### src/rtl/cpu_pkg.sv
// +----------------------------------------------------------------------------+
// | Module : cpu_pkg                                                           |
// | Brief  : Shared CPU constants: condition codes, flag indices, FSM states.  |
// | Rev    : 1.0  initial release                                              |
// +----------------------------------------------------------------------------+
`default_nettype none

package cpu_pkg;

    localparam logic [2:0] COND_NE     = 3'b000;
    localparam logic [2:0] COND_EQ     = 3'b001;
    localparam logic [2:0] COND_GT     = 3'b010;
    localparam logic [2:0] COND_LT     = 3'b011;
    localparam logic [2:0] COND_GE     = 3'b100;
    localparam logic [2:0] COND_LE     = 3'b101;
    localparam logic [2:0] COND_OV     = 3'b110;
    localparam logic [2:0] COND_UNCOND = 3'b111;

    // Bit positions inside the {Z,V,N} flag vector
    localparam int FLAG_Z = 2;
    localparam int FLAG_V = 1;
    localparam int FLAG_N = 0;

    typedef enum logic [0:0] {
        ST_RUN    = 1'b0,
        ST_HALTED = 1'b1
    } pc_state_t;

    localparam logic [15:0] C_RESET_PC = 16'h0000;

endpackage

`default_nettype wire

### src/rtl/pc_fetch_control_if.sv
// +----------------------------------------------------------------------------+
// | Module : pc_fetch_control_if                                               |
// | Brief  : Decoder/imem-side bundle for the PC fetch stage.                  |
// |          PC_PERF_CNT_EN adds the retired/taken counter outputs.            |
// | Rev    : 1.0  initial release                                              |
// +----------------------------------------------------------------------------+
`default_nettype none

interface pc_fetch_control_if #(
    parameter int PC_W = 16
);
    logic            imem_rdy;
    logic            halt;
    logic            ben;
    logic            br;
    logic [2:0]      cond;
    logic [8:0]      imm9;
    logic [PC_W-1:0] br_target;
    logic [2:0]      flag_in;
    logic [2:0]      flag_we;
    logic [PC_W-1:0] pc;
    logic [PC_W-1:0] pc_plus2;
    logic [2:0]      flags;
    logic            branch_taken;
    logic            retire;
    logic            halted;
`ifdef PC_PERF_CNT_EN
    logic [31:0]     retired_cnt;
    logic [31:0]     taken_cnt;

    modport master (
        output imem_rdy, halt, ben, br, cond, imm9, br_target, flag_in, flag_we,
        input  pc, pc_plus2, flags, branch_taken, retire, halted,
        input  retired_cnt, taken_cnt
    );
    modport slave (
        input  imem_rdy, halt, ben, br, cond, imm9, br_target, flag_in, flag_we,
        output pc, pc_plus2, flags, branch_taken, retire, halted,
        output retired_cnt, taken_cnt
    );
`else
    modport master (
        output imem_rdy, halt, ben, br, cond, imm9, br_target, flag_in, flag_we,
        input  pc, pc_plus2, flags, branch_taken, retire, halted
    );
    modport slave (
        input  imem_rdy, halt, ben, br, cond, imm9, br_target, flag_in, flag_we,
        output pc, pc_plus2, flags, branch_taken, retire, halted
    );
`endif

endinterface

`default_nettype wire

### src/rtl/pc_branch_cond.sv
// +----------------------------------------------------------------------------+
// | Module : pc_branch_cond                                                    |
// | Brief  : Evaluates a 3-bit condition code against the {Z,V,N} flags.       |
// | Rev    : 1.0  initial release                                              |
// +----------------------------------------------------------------------------+
`default_nettype none

module pc_branch_cond
    import cpu_pkg::*;
(
    input  wire logic [2:0] cond,
    input  wire logic [2:0] flags,
    output logic            cond_true
);

    logic w_z;
    logic w_v;
    logic w_n;

    assign w_z = flags[FLAG_Z];
    assign w_v = flags[FLAG_V];
    assign w_n = flags[FLAG_N];

    always_comb begin
        cond_true = 1'b1;
        case (cond)
            COND_NE:     cond_true = !w_z;
            COND_EQ:     cond_true = w_z;
            COND_GT:     cond_true = !w_z && !w_n;
            COND_LT:     cond_true = w_n;
            COND_GE:     cond_true = w_z || (!w_z && !w_n);
            COND_LE:     cond_true = w_z || w_n;
            COND_OV:     cond_true = w_v;
            COND_UNCOND: cond_true = 1'b1;
            default:     cond_true = 1'b1;
        endcase
    end

endmodule

`default_nettype wire

### src/rtl/pc_fetch_control.sv
// +----------------------------------------------------------------------------+
// | Module : pc_fetch_control                                                  |
// | Brief  : PC + flag register stage: next-PC select, branch resolve, halt.   |
// |          Define PC_PERF_CNT_EN for saturating retired/taken counters.      |
// | Rev    : 1.0  initial release                                              |
// +----------------------------------------------------------------------------+
`default_nettype none

module pc_fetch_control
    import cpu_pkg::*;
#(
    parameter int              PC_W     = 16,
    parameter logic [PC_W-1:0] RESET_PC = PC_W'(C_RESET_PC)
)(
    input wire logic          clk,
    input wire logic          rst,
    pc_fetch_control_if.slave bus
);

    pc_state_t       r_state;
    pc_state_t       w_state_nxt;
    logic [PC_W-1:0] r_pc;
    logic [PC_W-1:0] w_pc_nxt;
    logic [PC_W-1:0] w_pc_plus2;
    logic [PC_W-1:0] w_imm_sext;
    logic [PC_W-1:0] w_b_target;
    logic [2:0]      r_flags;
    logic [2:0]      w_flags_nxt;
    logic            w_retire;
    logic            w_cond_true;
    logic            w_taken;

    // Conditions always see the registered flags, so a same-cycle flag write
    // cannot influence the branch it accompanies.
    pc_branch_cond u_branch_cond (
        .cond      (bus.cond),
        .flags     (r_flags),
        .cond_true (w_cond_true)
    );

    assign w_retire   = (r_state == ST_RUN) && bus.imem_rdy;
    assign w_pc_plus2 = r_pc + PC_W'(2);
    assign w_imm_sext = {{(PC_W-9){bus.imm9[8]}}, bus.imm9};
    assign w_b_target = w_pc_plus2 + {w_imm_sext[PC_W-2:0], 1'b0};
    assign w_taken    = w_retire && bus.ben && w_cond_true && !bus.halt;

    always_ff @(posedge clk or posedge rst) begin
        if (rst) begin
            r_state <= ST_RUN;
            r_pc    <= RESET_PC;
            r_flags <= 3'b000;
        end else begin
            r_state <= w_state_nxt;
            r_pc    <= w_pc_nxt;
            r_flags <= w_flags_nxt;
        end
    end

    always_comb begin
        w_state_nxt = r_state;
        w_pc_nxt    = r_pc;
        w_flags_nxt = r_flags;
        case (r_state)
            ST_RUN: begin
                if (w_retire) begin
                    for (int i = 0; i < 3; i++) begin
                        if (bus.flag_we[i]) w_flags_nxt[i] = bus.flag_in[i];
                    end
                    // A halting instruction leaves pc on the HLT word itself
                    if (bus.halt)   w_state_nxt = ST_HALTED;
                    else if (w_taken) w_pc_nxt  = bus.br ? bus.br_target : w_b_target;
                    else            w_pc_nxt    = w_pc_plus2;
                end
            end
            ST_HALTED: w_state_nxt = ST_HALTED;
        endcase
    end

    assign bus.pc           = r_pc;
    assign bus.pc_plus2     = w_pc_plus2;
    assign bus.flags        = r_flags;
    assign bus.branch_taken = w_taken;
    assign bus.retire       = w_retire;
    assign bus.halted       = (r_state == ST_HALTED);

`ifdef PC_PERF_CNT_EN
    logic [31:0] r_retired_cnt;
    logic [31:0] r_taken_cnt;

    always_ff @(posedge clk or posedge rst) begin
        if (rst) begin
            r_retired_cnt <= '0;
            r_taken_cnt   <= '0;
        end else begin
            if (w_retire && (r_retired_cnt != 32'hFFFF_FFFF)) r_retired_cnt <= r_retired_cnt + 32'd1;
            if (w_taken && (r_taken_cnt != 32'hFFFF_FFFF))    r_taken_cnt   <= r_taken_cnt + 32'd1;
        end
    end

    assign bus.retired_cnt = r_retired_cnt;
    assign bus.taken_cnt   = r_taken_cnt;
`endif

endmodule

`default_nettype wire

### src/flat_wrapper.sv
// flat-port wrapper written by rule: the top's interface ports become plain ports
module pc_fetch_control_flat import cpu_pkg::*;
#(
    parameter int              PC_W     = 16,
    parameter logic [PC_W-1:0] RESET_PC = PC_W'(C_RESET_PC)
)
  (clk, rst, bus_imem_rdy, bus_halt, bus_ben, bus_br, bus_cond, bus_imm9, bus_br_target, bus_flag_in, bus_flag_we, bus_pc, bus_pc_plus2, bus_flags, bus_branch_taken, bus_retire, bus_halted);
  pc_fetch_control_if #(.PC_W(PC_W)) bus_i ();
  input wire logic clk;
  input wire logic rst;
  input wire logic [$bits(bus_i.imem_rdy)-1:0] bus_imem_rdy;
  input wire logic [$bits(bus_i.halt)-1:0] bus_halt;
  input wire logic [$bits(bus_i.ben)-1:0] bus_ben;
  input wire logic [$bits(bus_i.br)-1:0] bus_br;
  input wire logic [$bits(bus_i.cond)-1:0] bus_cond;
  input wire logic [$bits(bus_i.imm9)-1:0] bus_imm9;
  input wire logic [$bits(bus_i.br_target)-1:0] bus_br_target;
  input wire logic [$bits(bus_i.flag_in)-1:0] bus_flag_in;
  input wire logic [$bits(bus_i.flag_we)-1:0] bus_flag_we;
  output wire logic [$bits(bus_i.pc)-1:0] bus_pc;
  output wire logic [$bits(bus_i.pc_plus2)-1:0] bus_pc_plus2;
  output wire logic [$bits(bus_i.flags)-1:0] bus_flags;
  output wire logic [$bits(bus_i.branch_taken)-1:0] bus_branch_taken;
  output wire logic [$bits(bus_i.retire)-1:0] bus_retire;
  output wire logic [$bits(bus_i.halted)-1:0] bus_halted;
  assign bus_i.imem_rdy = bus_imem_rdy;
  assign bus_i.halt = bus_halt;
  assign bus_i.ben = bus_ben;
  assign bus_i.br = bus_br;
  assign bus_i.cond = bus_cond;
  assign bus_i.imm9 = bus_imm9;
  assign bus_i.br_target = bus_br_target;
  assign bus_i.flag_in = bus_flag_in;
  assign bus_i.flag_we = bus_flag_we;
  assign bus_pc = bus_i.pc;
  assign bus_pc_plus2 = bus_i.pc_plus2;
  assign bus_flags = bus_i.flags;
  assign bus_branch_taken = bus_i.branch_taken;
  assign bus_retire = bus_i.retire;
  assign bus_halted = bus_i.halted;
  pc_fetch_control #(.PC_W(PC_W), .RESET_PC(RESET_PC)) u_core (.clk(clk), .rst(rst), .bus(bus_i));
endmodule
### config.mk
export PLATFORM = sky130hd
export DESIGN_NAME = pc_fetch_control_flat
export DESIGN_NICKNAME = d
export VERILOG_FILES = /design/src/rtl/cpu_pkg.sv /design/src/rtl/pc_fetch_control_if.sv /design/src/rtl/pc_branch_cond.sv /design/src/rtl/pc_fetch_control.sv /design/src/flat_wrapper.sv
export SDC_FILE = /design/constraint.sdc
export NUM_CORES = 1
export LEC_CHECK = 0
export CAP_MARGIN = 0
export CORE_UTILIZATION = 42
export DETAILED_ROUTE_END_ITERATION = 6
export PLACE_DENSITY_LB_ADDON = 0.25
export SLEW_MARGIN = 20
export SYNTH_ARGS = -nofsm -noshare
export SYNTH_HDL_FRONTEND = slang
export SYNTH_SLANG_ARGS = --single-unit
### constraint.sdc
create_clock -name clk -period 2.8 [get_ports clk]
set_input_delay 0.56 -clock clk [delete_from_list [all_inputs] [get_ports clk]]
set_output_delay 0.56 -clock clk [all_outputs]
set_load 0.05 [all_outputs]
# Word level (Yosys, flattened, before mapping)
# Index checks and enable logic that the tools add are counted.
classes:
  n_bitwise: 2
  mux: 6
  n_eq_ne: 7
  reduce_logical: 15
  add_sub_neg: 2
op_table:
  columns: ["op", "count"]
  rows:
  - ["$mux W16", 2]
  - ["$add A16 B16 Y16", 1]
  - ["$add A16 B2 Y16 const B", 1]
  - ["$eq A3 B3 Y1 const B", 4]
  - ["$reduce_and A3 Y1", 4]
  - ["$pmux W1 S8", 1]
  - ["$eq A3 B2 Y1 const B", 2]
  - ["$logic_and A1 B1 Y1", 5]
  - ["$eq A3 B1 Y1 const B", 1]
  - ["$logic_not A1 Y1", 3]
  - ["$logic_not A3 Y1", 1]
  - ["$logic_or A1 B1 Y1", 2]
  - ["$mux W1", 2]
  - ["$not A1 Y1", 2]
  - ["$pmux W1 S2", 1]
totals:
  output_inout_bits: 38
  wordCells: 37
  in_bits: 40
  ff_bits: 20

# Longest topological paths before layout
# Gate-level depths: netlist of the first run.
depth:
  ltp_word: 7
  mapped_depth: 13
  mapped_depth_nobuf: 12

# Cells and area by module
# From an unflattened synthesis of the first run, not the netlist that was laid out.
hier_totals:
  cells_unflattened: 277
  hier_area_um2: 2198.4
by_module_without_submodules:
  columns: ["module", "area_per_inst_um2", "cells_per_inst", "seq_area_each_um2", "n_inst"]
  rows:
  - ["pc_fetch_control", 2122.0, 266, 500.5, 1]
  - ["pc_branch_cond", 76.3, 11, 0.0, 1]

# Worst setup path before layout of the first run
# Ideal clock, no wire load.
synth_timing:
  path_type: "reg2reg"
  start: "register u_core.r_pc[1], in the netlist u_core.bus.pc[1]"
  end: "register u_core.r_pc[11], in the netlist u_core.bus.pc[11]"
  required_time_ns: 2.734
  synth_period_minus_slack_ns: 4.099
  setup_slack_ns: -1.299
  n_path_buf: 0
  setup_ns: 0.066
  path_stages_with_launch: 12
  t_arrival_ns: 4.033
  path_cell_list: "dfrtp_1 -> ha_1 -> nand4_2 -> or2_2 -> xnor2_1 -> ha_1 -> o21ai_0 -> nand2b_1 -> o2111ai_1 -> mux2_2 -> a2111oi_0 -> a211o_1"
synth_between:
  elab_chain_cells: 4
synth_rtl:
  columns: ["item", "line_no", "source"]
  rows:
  - ["start: declaration", "pc_fetch_control.sv:22", "logic [PC_W-1:0] r_pc;"]
  - ["start signal: assignment", "pc_fetch_control.sv:54", "r_pc <= w_pc_nxt;"]
  - ["$add A16 B2 Y16", "pc_fetch_control.sv:42", "assign w_pc_plus2 = r_pc + PC_W'(2);"]
  - ["via bus_pc_plus2[7]", "flat_wrapper.sv:21", "output wire logic [$bits(bus_i.pc_plus2)-1:0] bus_pc_plus2;"]
  - ["$add A16 B16 Y16", "pc_fetch_control.sv:44", "assign w_b_target = w_pc_plus2 + {w_imm_sext[PC_W-2:0], 1'b0};"]
  - ["$mux W16 (2 in a row)", "pc_fetch_control.sv:71", "else if (w_taken) w_pc_nxt = bus.br ? bus.br_target : w_b_target;"]
# The timed path passes the listed nets, and every way through them passes these cells.
# A chain may end at the register's enable or synchronous reset.

# Final worst setup path of the first run
layout_timing:
  start: "register u_core.r_pc[5], in the netlist u_core.bus.pc[5]"
  end: "register u_core.r_pc[11], in the netlist u_core.bus.pc[11]"
layout_between:
  elab_chain_cells: 4
layout_rtl:
  columns: ["item", "line_no"]
  rows:
  - ["$add A16 B2 Y16 *", "pc_fetch_control.sv:42"]
  - ["$add A16 B16 Y16", "pc_fetch_control.sv:44"]
  - ["$mux W16", "pc_fetch_control.sv:71"]
  - ["$mux W16 *", "pc_fetch_control.sv:71"]
# Every way passes the cells marked *; elsewhere a longest branch is shown, timed or not.

==> results of run 1 <==
## registers in the layout (all words and copies together) (netlist names)
name and cells:
u_core.bus.halted 1, u_core.bus.flags 3, u_core.bus.pc 16
## cells by family after synthesis
group | share of synthesized area [%]
adders and majority gates | 11.1
DFF | 22.7
AOI/OAI and AO/OA | 24.3
xor gates and xnor gates | 9.85
and+or+nand+nor | 24.2
muxes | 3.96
buffers and inverters | 3.96
## Yosys cell counts, drive strengths merged, types with 8 or more instances
| cell | count |
|---|---|
| nand2 | 33 |
| dfrtp | 20 |
| ha | 18 |
| a21oi | 15 |
| o21ai | 14 |
| xor2 | 13 |
| nor2 | 12 |
| xnor2 | 11 |
| inv | 9 |
| nor3 | 9 |
| a211oi | 8 |
| nand3 | 8 |
| o211ai | 8 |
## layer usage
layer / share of wire (%) / up-vias / routed length [um]
met3: 4.4 / 18 / 341
met4: 2.1 / 0 / 164
met5: 0 / - / 0
li1: - / 1256 / -
met1: 41 / 1267 / 3150
met2: 52 / 90 / 4010
## metrics by stage
stage	hold WS (ps)	utilization [%]	instance area (um^2)	setup WS, ps	instances
2_1_floorplan	523	-	2550	-344	268
3_3_place_gp	478	75.0	3810	-252	458
3_5_place_dp	490	75.0	3810	-344	458
4_1_cts	513	77.0	3910	-24.9	463
5_1_grt	538	78.8	4000	-97.5	466
6_report	506	78.8	4000	47.3	466
## worst max-delay path, cell delays in order (launching register included)
cell	delay, ps
dfrtp_4	430
and3_4	180
nor3b_4	230
buf_4	160
buf_6	100
xor2_4	180
ha_4	250
a21oi_4	140
nand2_2	90
o2111ai_4	230
mux2_4	340
a2111oi_4	200
a211o_1	160
## layout make-up
| class | count | area share, % |
|---|---|---|
| repair buffers | 136 | 31.8 |
| well taps | 70 | 2.19 |
| multi-input cells | 227 | 50.4 |
| clock inverters | 1 | 0.751 |
| inverters | 9 | 0.845 |
| flip-flops and latches | 20 | 12.9 |
| clock buffers | 3 | 1.03 |
## power by group
group	switching (W)	internal, W
clock network	0.000105	0.000191
logic	0.000748	0.000589
registers	0.0000586	0.000332
## what timing repair did
action	CTS	global route
hold endpoints to repair	0	0
gates resized for setup	5	18
setup buffers	1	3
endpoints found under the setup margin	3	7
pin swaps	1	13
## worst max-delay path by stage
stage | startpoint | to | slack, ps | cells after the start
2_1_floorplan | u_core.bus.pc[1]$_DFFE_PP0P_ | u_core.bus.pc[11]$_DFFE_PP0P_ | -340 | 11
3_3_place_gp | bus_imm9[0] | u_core.bus.pc[11]$_DFFE_PP0P_ | -250 | 11
3_5_place_dp | bus_imm9[0] | u_core.bus.pc[11]$_DFFE_PP0P_ | -340 | 11
4_1_cts | bus_imm9[0] | u_core.bus.pc[11]$_DFFE_PP0P_ | -20 | 11
5_1_grt | u_core.bus.pc[2]$_DFFE_PP0P_ | u_core.bus.pc[10]$_DFFE_PP0P_ | -100 | 12
6_report | u_core.bus.pc[5]$_DFFE_PP0P_ | u_core.bus.pc[11]$_DFFE_PP0P_ | 50 | 12
## placed cells by master (no fill, tap or decap), types with 4 or more instances in the layout
cell / count
buf_4: 63
buf_12: 7
a21oi_1: 10
clkdlybuf4s50_1: 64
o21a_1: 4
o21ai_0: 12
xnor2_1: 4
ha_4: 4
ha_1: 13
nor2_1: 12
a211oi_1: 6
o211ai_1: 8
nand2_1: 29
a211o_1: 4
xnor2_4: 7
nor3b_1: 4
xor2_1: 8
nand2b_1: 7
dfrtp_1: 10
nand3_1: 6
nand2_2: 4
a21oi_2: 4
inv_1: 8
nor3_1: 8
dfrtp_2: 8
mux2_2: 4
a21o_1: 6
a221o_1: 4
o22ai_1: 4
==> impl_metrics.csv, run 1 <==
group,metric,value,unit
outcome,status,"completed",
synth,ys_seq_area_share,22.7,%
power,peakVddDrop,0.566,mV
synth,yosysWarnings,0,
global_routing,antenna_found_initial,0,
power,p_total,0.00202,W
synth,ys_ff_latch,20,
global_routing,overflow,0,
routing,ant_nets,0,
floorplanning,ios,78,
clock_network,cts-buffers-inserted,3,
setup_path,worstReg2RegStart,"u_core.bus.pc[5]$_DFFE_PP0P_",
timing,finalHoldViolCount,0,
global_routing,grt_use_total,28.1,%
setup_path,ff2ff_path_depth,12,
global_routing,grt_start_max_net_pins,21,
setup_path,required,3000,ps
worst_hold_path,hp-start,"u_core.bus.halted$_DFF_PP0_",
placed_design,place_hpwl,5.83,mm
setup_path,end_kind,"register",
layout,antenna_cells,0,
global_routing,grtUsageMet2,49.7,%
routing,via_per_inst,5.65,
synth,netlist_instances,268,
global_routing,grt_pass1_wl,11.8,mm
clock_network,htreeDepth,1,
routing,drt_wl_total,7.67,mm
synth,async_reset_ff_share,100,%
flow_run,drv_cap,0,
clock_network,clk_latency,260,ps
timing,tightest_slew,807,ps
clock_network,clockBufferDepth,2,
floorplanning,die_x,74.5,um
synth,syn-num-nets,327,
placed_design,place_congestion,0.892,
timing,tns,0,ps
setup_path,critical_path_arrival,2950,ps
synth,synth_top_area_cell,"dfrtp_1",
floorplanning,die_h,74.5,um
routing,drt_iter0_drc,212,
routing,drt_pre_antenna_iters,4,
floorplanning,start_util,43.5,%
floorplanning,design.core.area,5070,um^2
timing,fmax,363,MHz
timing,setup_violations,0,
global_routing,grt_use_met3,4.47,%
layout,layout-drive-gt1-share,35.6,%
routing,drc,0,
worst_hold_path,min_to,"u_core.bus.halted$_DFF_PP0_",
worst_hold_path,hp-class,"register to register",
clock_network,cts_hold_buf,0,
layout,multiInputGateArea,2020,um^2
global_routing,met1_usage,34.8,%
synth,synthTopCellsByArea,"dfrtp_1 23%, ha_1 10%, nand2_1 5.4%, xor2_1 4.8%, xnor2_1 4.4%",
timing,min_period,2750,ps
routing,wire_per_inst,16.5,um
synth,yosysTopAreaCellShare,22.7,%
synth,avgSynthCellArea,8.24,um^2
setup_path,start_kind,"register",
synth,synth_edf_count,0,
power,leakage,1.69,nW
synth,synth_area,2210,um^2
layout,fillers,362,
global_routing,grt.busiest_layer,"met2",
synth,ys.flop_type,"dfrtp_1",
routing,vias,2631,
floorplanning,dieArea,5550,um^2
floorplanning,num_rows,26,
timing,drv_slew,0,
timing,slew_headroom,46.2,%
power,powerDensity,506,nW/um^2
setup_path,critPathMaxFanout,5,
setup_path,crit_type,"register to register",
setup_path,r2r_end,"u_core.bus.pc[11]$_DFFE_PP0P_",
timing,timing.final.crit_share,98.3,%
layout,seqCellArea,518,um^2
global_routing,grt_pass1_vias,2559,
layout,num-nets-final,456,
placed_design,port_buffers,77,
clock_network,cts_sinks,20,
clock_network,cts.root.buffer_cell,"clkbuf_8",
timing,fin_skew,6.01,ps
layout,syn_to_final_growth,81.0,%
clock_network,tritoncts,"built",
clock_network,cts.reportedPaths.clkPinSlew,80,ps
worst_hold_path,worstHoldPathCells,1,
synth,synthDistinctLibCells,53,
setup_path,ff2ff_setup_slack,50,ps
timing,rsz0062_at_grt,"true",
Power figures use the tool's default switching activity.
==> run 2: changes to the inputs <==
Settings changed: ABC_AREA set to 1, CORE_UTILIZATION 42 to 41.
==> run 2 against run 1 <==
Effect of this change: sequential share of layout area grew 1.4 points; first-iteration DRC count is 20% lower; worst hold slack gained 26 ps; via count decreased by 2.9%; clock skew fell by 2.4 ps; design area is 12% lower; non-clock buffer count is 43 lower; global-route usage decreased by 1.9 points; core utilization down 9.2 points; setup slack gained 16 ps.
==> impl_metrics.csv, run 2 <==
group,metric,value,unit
setup_path,critical_path_arrival,2930,ps
setup_path,required,2990,ps
global_routing,grt_pass1_vias,2435,
worst_hold_path,hp-class,"register to register",
global_routing,grt_pass1_wl,11.1,mm
placed_design,dpl_cell_area,3340,um^2
clock_network,clockBufferDepth,2,
floorplanning,num_rows,26,
placed_design,place_congestion,0.883,
clock_network,cts_sinks,20,
clock_network,cts.root.buffer_cell,"clkbuf_8",
layout,layout-drive-gt1-share,21.9,%
routing,vias,2556,
routing,drt_iter0_drc,170,
routing,drt_wl_total,6.93,mm
flow_run,drv_cap,0,
timing,tns,0,ps
global_routing,overflow,0,
power,powerDensity,706,nW/um^2
synth,avgSynthCellArea,6.55,um^2
outcome,status,"completed",
timing,slew_headroom,47.8,%
clock_network,clk_latency,260,ps
layout,num-nets-final,481,
floorplanning,ios,78,
timing,fin_skew,3.65,ps
setup_path,critPathMaxFanout,4,
synth,netlist_instances,330,
clock_network,cts.reportedPaths.clkPinSlew,80,ps
timing,min_period,2740,ps
global_routing,grt_use_total,26.2,%
synth,yosysTopAreaCellShare,23.2,%
clock_network,htreeDepth,1,
routing,drt_pre_antenna_iters,6,
timing,fmax,365,MHz
synth,ys_seq_area_share,23.2,%
global_routing,antenna_found_initial,0,
setup_path,end_kind,"register",
routing,wire_per_inst,14.1,um
synth,synth_edf_count,0,
layout,final_common_cell,"nand2_1",
layout,fin_area,3530,um^2
routing,ant_nets,0,
floorplanning,design.core.area,5070,um^2
clock_network,cts-buffers-inserted,3,
timing,finalHoldViolCount,0,
timing,setup_violations,0,
power,peakVddDrop,0.360,mV
synth,synthTopCellsByCount,"102 x nand2_1, 33 x inv_1, 29 x nand3_1, 29 x nor2_1, 21 x a21oi_1",
synth,synthTopCellsByArea,"dfrtp_1 23%, nand2_1 18%, ha_1 10%, nand3_1 6.7%, inv_1 5.7%",
floorplanning,start_util,42.6,%
setup_path,start_kind,"register",
synth,synth_area,2160,um^2
layout,final_cell_mix,"97 x nand2_1, 64 x clkdlybuf4s50_1, 28 x nand3_1",
synth,synthDistinctLibCells,34,
synth,synth.most_common_cell,"nand2_1",
floorplanning,dieArea,5560,um^2
layout,antenna_cells,0,
setup_path,crit_type,"register to register",
synth,syn-num-nets,389,
floorplanning,die_h,74.6,um
routing,via_per_inst,5.21,
layout,fillers,449,
placed_design,port_buffers,77,
floorplanning,die_x,74.6,um
synth,async_reset_ff_share,100,%
timing,rsz0062_at_grt,"true",
synth,ys_ff_latch,20,
timing,timing.final.crit_share,97.8,%
global_routing,grt_start_max_net_pins,25,
layout,syn_to_final_growth,63.6,%
timing,tightest_slew,782,ps
routing,drc,0,
clock_network,cts_hold_buf,0,
synth,ys.flop_type,"dfrtp_1",
clock_network,tritoncts,"built",
power,leakage,1.65,nW
layout,largest_reg_flops,16,
timing,drv_slew,0,
synth,synth_top_area_cell,"dfrtp_1",
layout,postLayoutCoreUtil,69.6,%
placed_design,place_hpwl,5.43,mm
synth,yosysWarnings,0,
## run 2: per-layer routing
layer	vias to the layer above	GRT usage [%]	wire, um
met4	0	7.76	154
met3	25	3.39	433
met2	112	42.4	3280
met5	-	0	0
met1	1164	36.4	3060
li1	1255	-	-
## run 2: worst paths after layout
| kind | slack, ps | to | startpoint | depth (start not counted) |
|---|---|---|---|---|
| setup / recovery | 60 | u_core.bus.pc[15]$_DFFE_PP0P_ | u_core.bus.pc[1]$_DFFE_PP0P_ | 19 |
| hold / removal | 530 | u_core.bus.pc[0]$_DFFE_PP0P_ | u_core.bus.pc[0]$_DFFE_PP0P_ | 2 |
| setup reg to reg | 60 | u_core.bus.pc[15]$_DFFE_PP0P_ | u_core.bus.pc[1]$_DFFE_PP0P_ | 19 |
| hold reg to reg | 530 | u_core.bus.pc[0]$_DFFE_PP0P_ | u_core.bus.pc[0]$_DFFE_PP0P_ | 2 |
| max in group asynchronous | 1520 | u_core.bus.pc[6]$_DFFE_PP0P_ | rst | 2 |
| min in group asynchronous | 730 | u_core.bus.pc[13]$_DFFE_PP0P_ | rst | 2 |
## run 2: cell type report
class	count	area, um^2	area share (%)
clock buffers	3	41.3	1.17
clock inverters	1	30.0	0.850
inverters	36	141	4.00
multi-input cells	268	1770	50.0
flip-flops and latches	20	508	14.4
well taps	70	87.6	2.48
repair buffers	93	958	27.1
## run 2: critical path: stages, from the launching register on
cell and delay [ps]:
dfrtp_2 400, buf_4 140, clkinvlp_4 100, nor2_4 170
nand4_4 140, nor2_4 130, nand2_1 100, xor2_2 180
inv_2 100, ha_4 290, nand2_1 80, nor2_2 120
nand2_1 60, inv_1 50, nand2_1 60, nand2_2 80
nand3_1 90, nand3_1 90, nand2_1 120, a21oi_2 170
## run 2: stage by stage
| stage | power [W] | cells | hold slack, ps | worst slack [ps] |
|---|---|---|---|---|
| final | 0.00250 | 491 | 532 | 63.0 |
| after global placement | 0.00210 | 483 | 502 | 24.4 |
| after global routing | 0.00266 | 491 | 561 | -104 |
| after floorplan | 0.00155 | 330 | 523 | -191 |
| after detailed placement | 0.00212 | 483 | 509 | -71.5 |
| after CTS | 0.00244 | 487 | 540 | 5.28 |
## run 2: power breakdown
part	leakage, nW	switching [W]	internal (W)	total (W)
Clock	0.0357	0.000107	0.000191	0.000298
Combinational	1.37	0.00105	0.000678	0.00173
Sequential	0.240	0.000112	0.000355	0.000467
Total	1.65	0.00127	0.00122	0.00250
## run 2: logic make-up (layout without fill, tap and decap cells)
family                   after synthesis  in the layout  share of synthesized area, %
AO/OA/AOI/OAI                         49             49                          12.9
XOR/XNOR                              17             17                          6.89
AND/OR/NAND/NOR                      181            181                          36.8
flip-flops                            20             20                          23.2
buffers and inverters                 42            133                          7.93
adder cells (fa/ha/maj)               19             19                          11.3
multiplexers                           2              2                          1.04
## run 2: timing repair
action / CTS / global route
setup endpoints to repair: 2 / 5
pin swaps: 1 / 6
resized for setup: 4 / 18
buffers inserted: 0 / 4
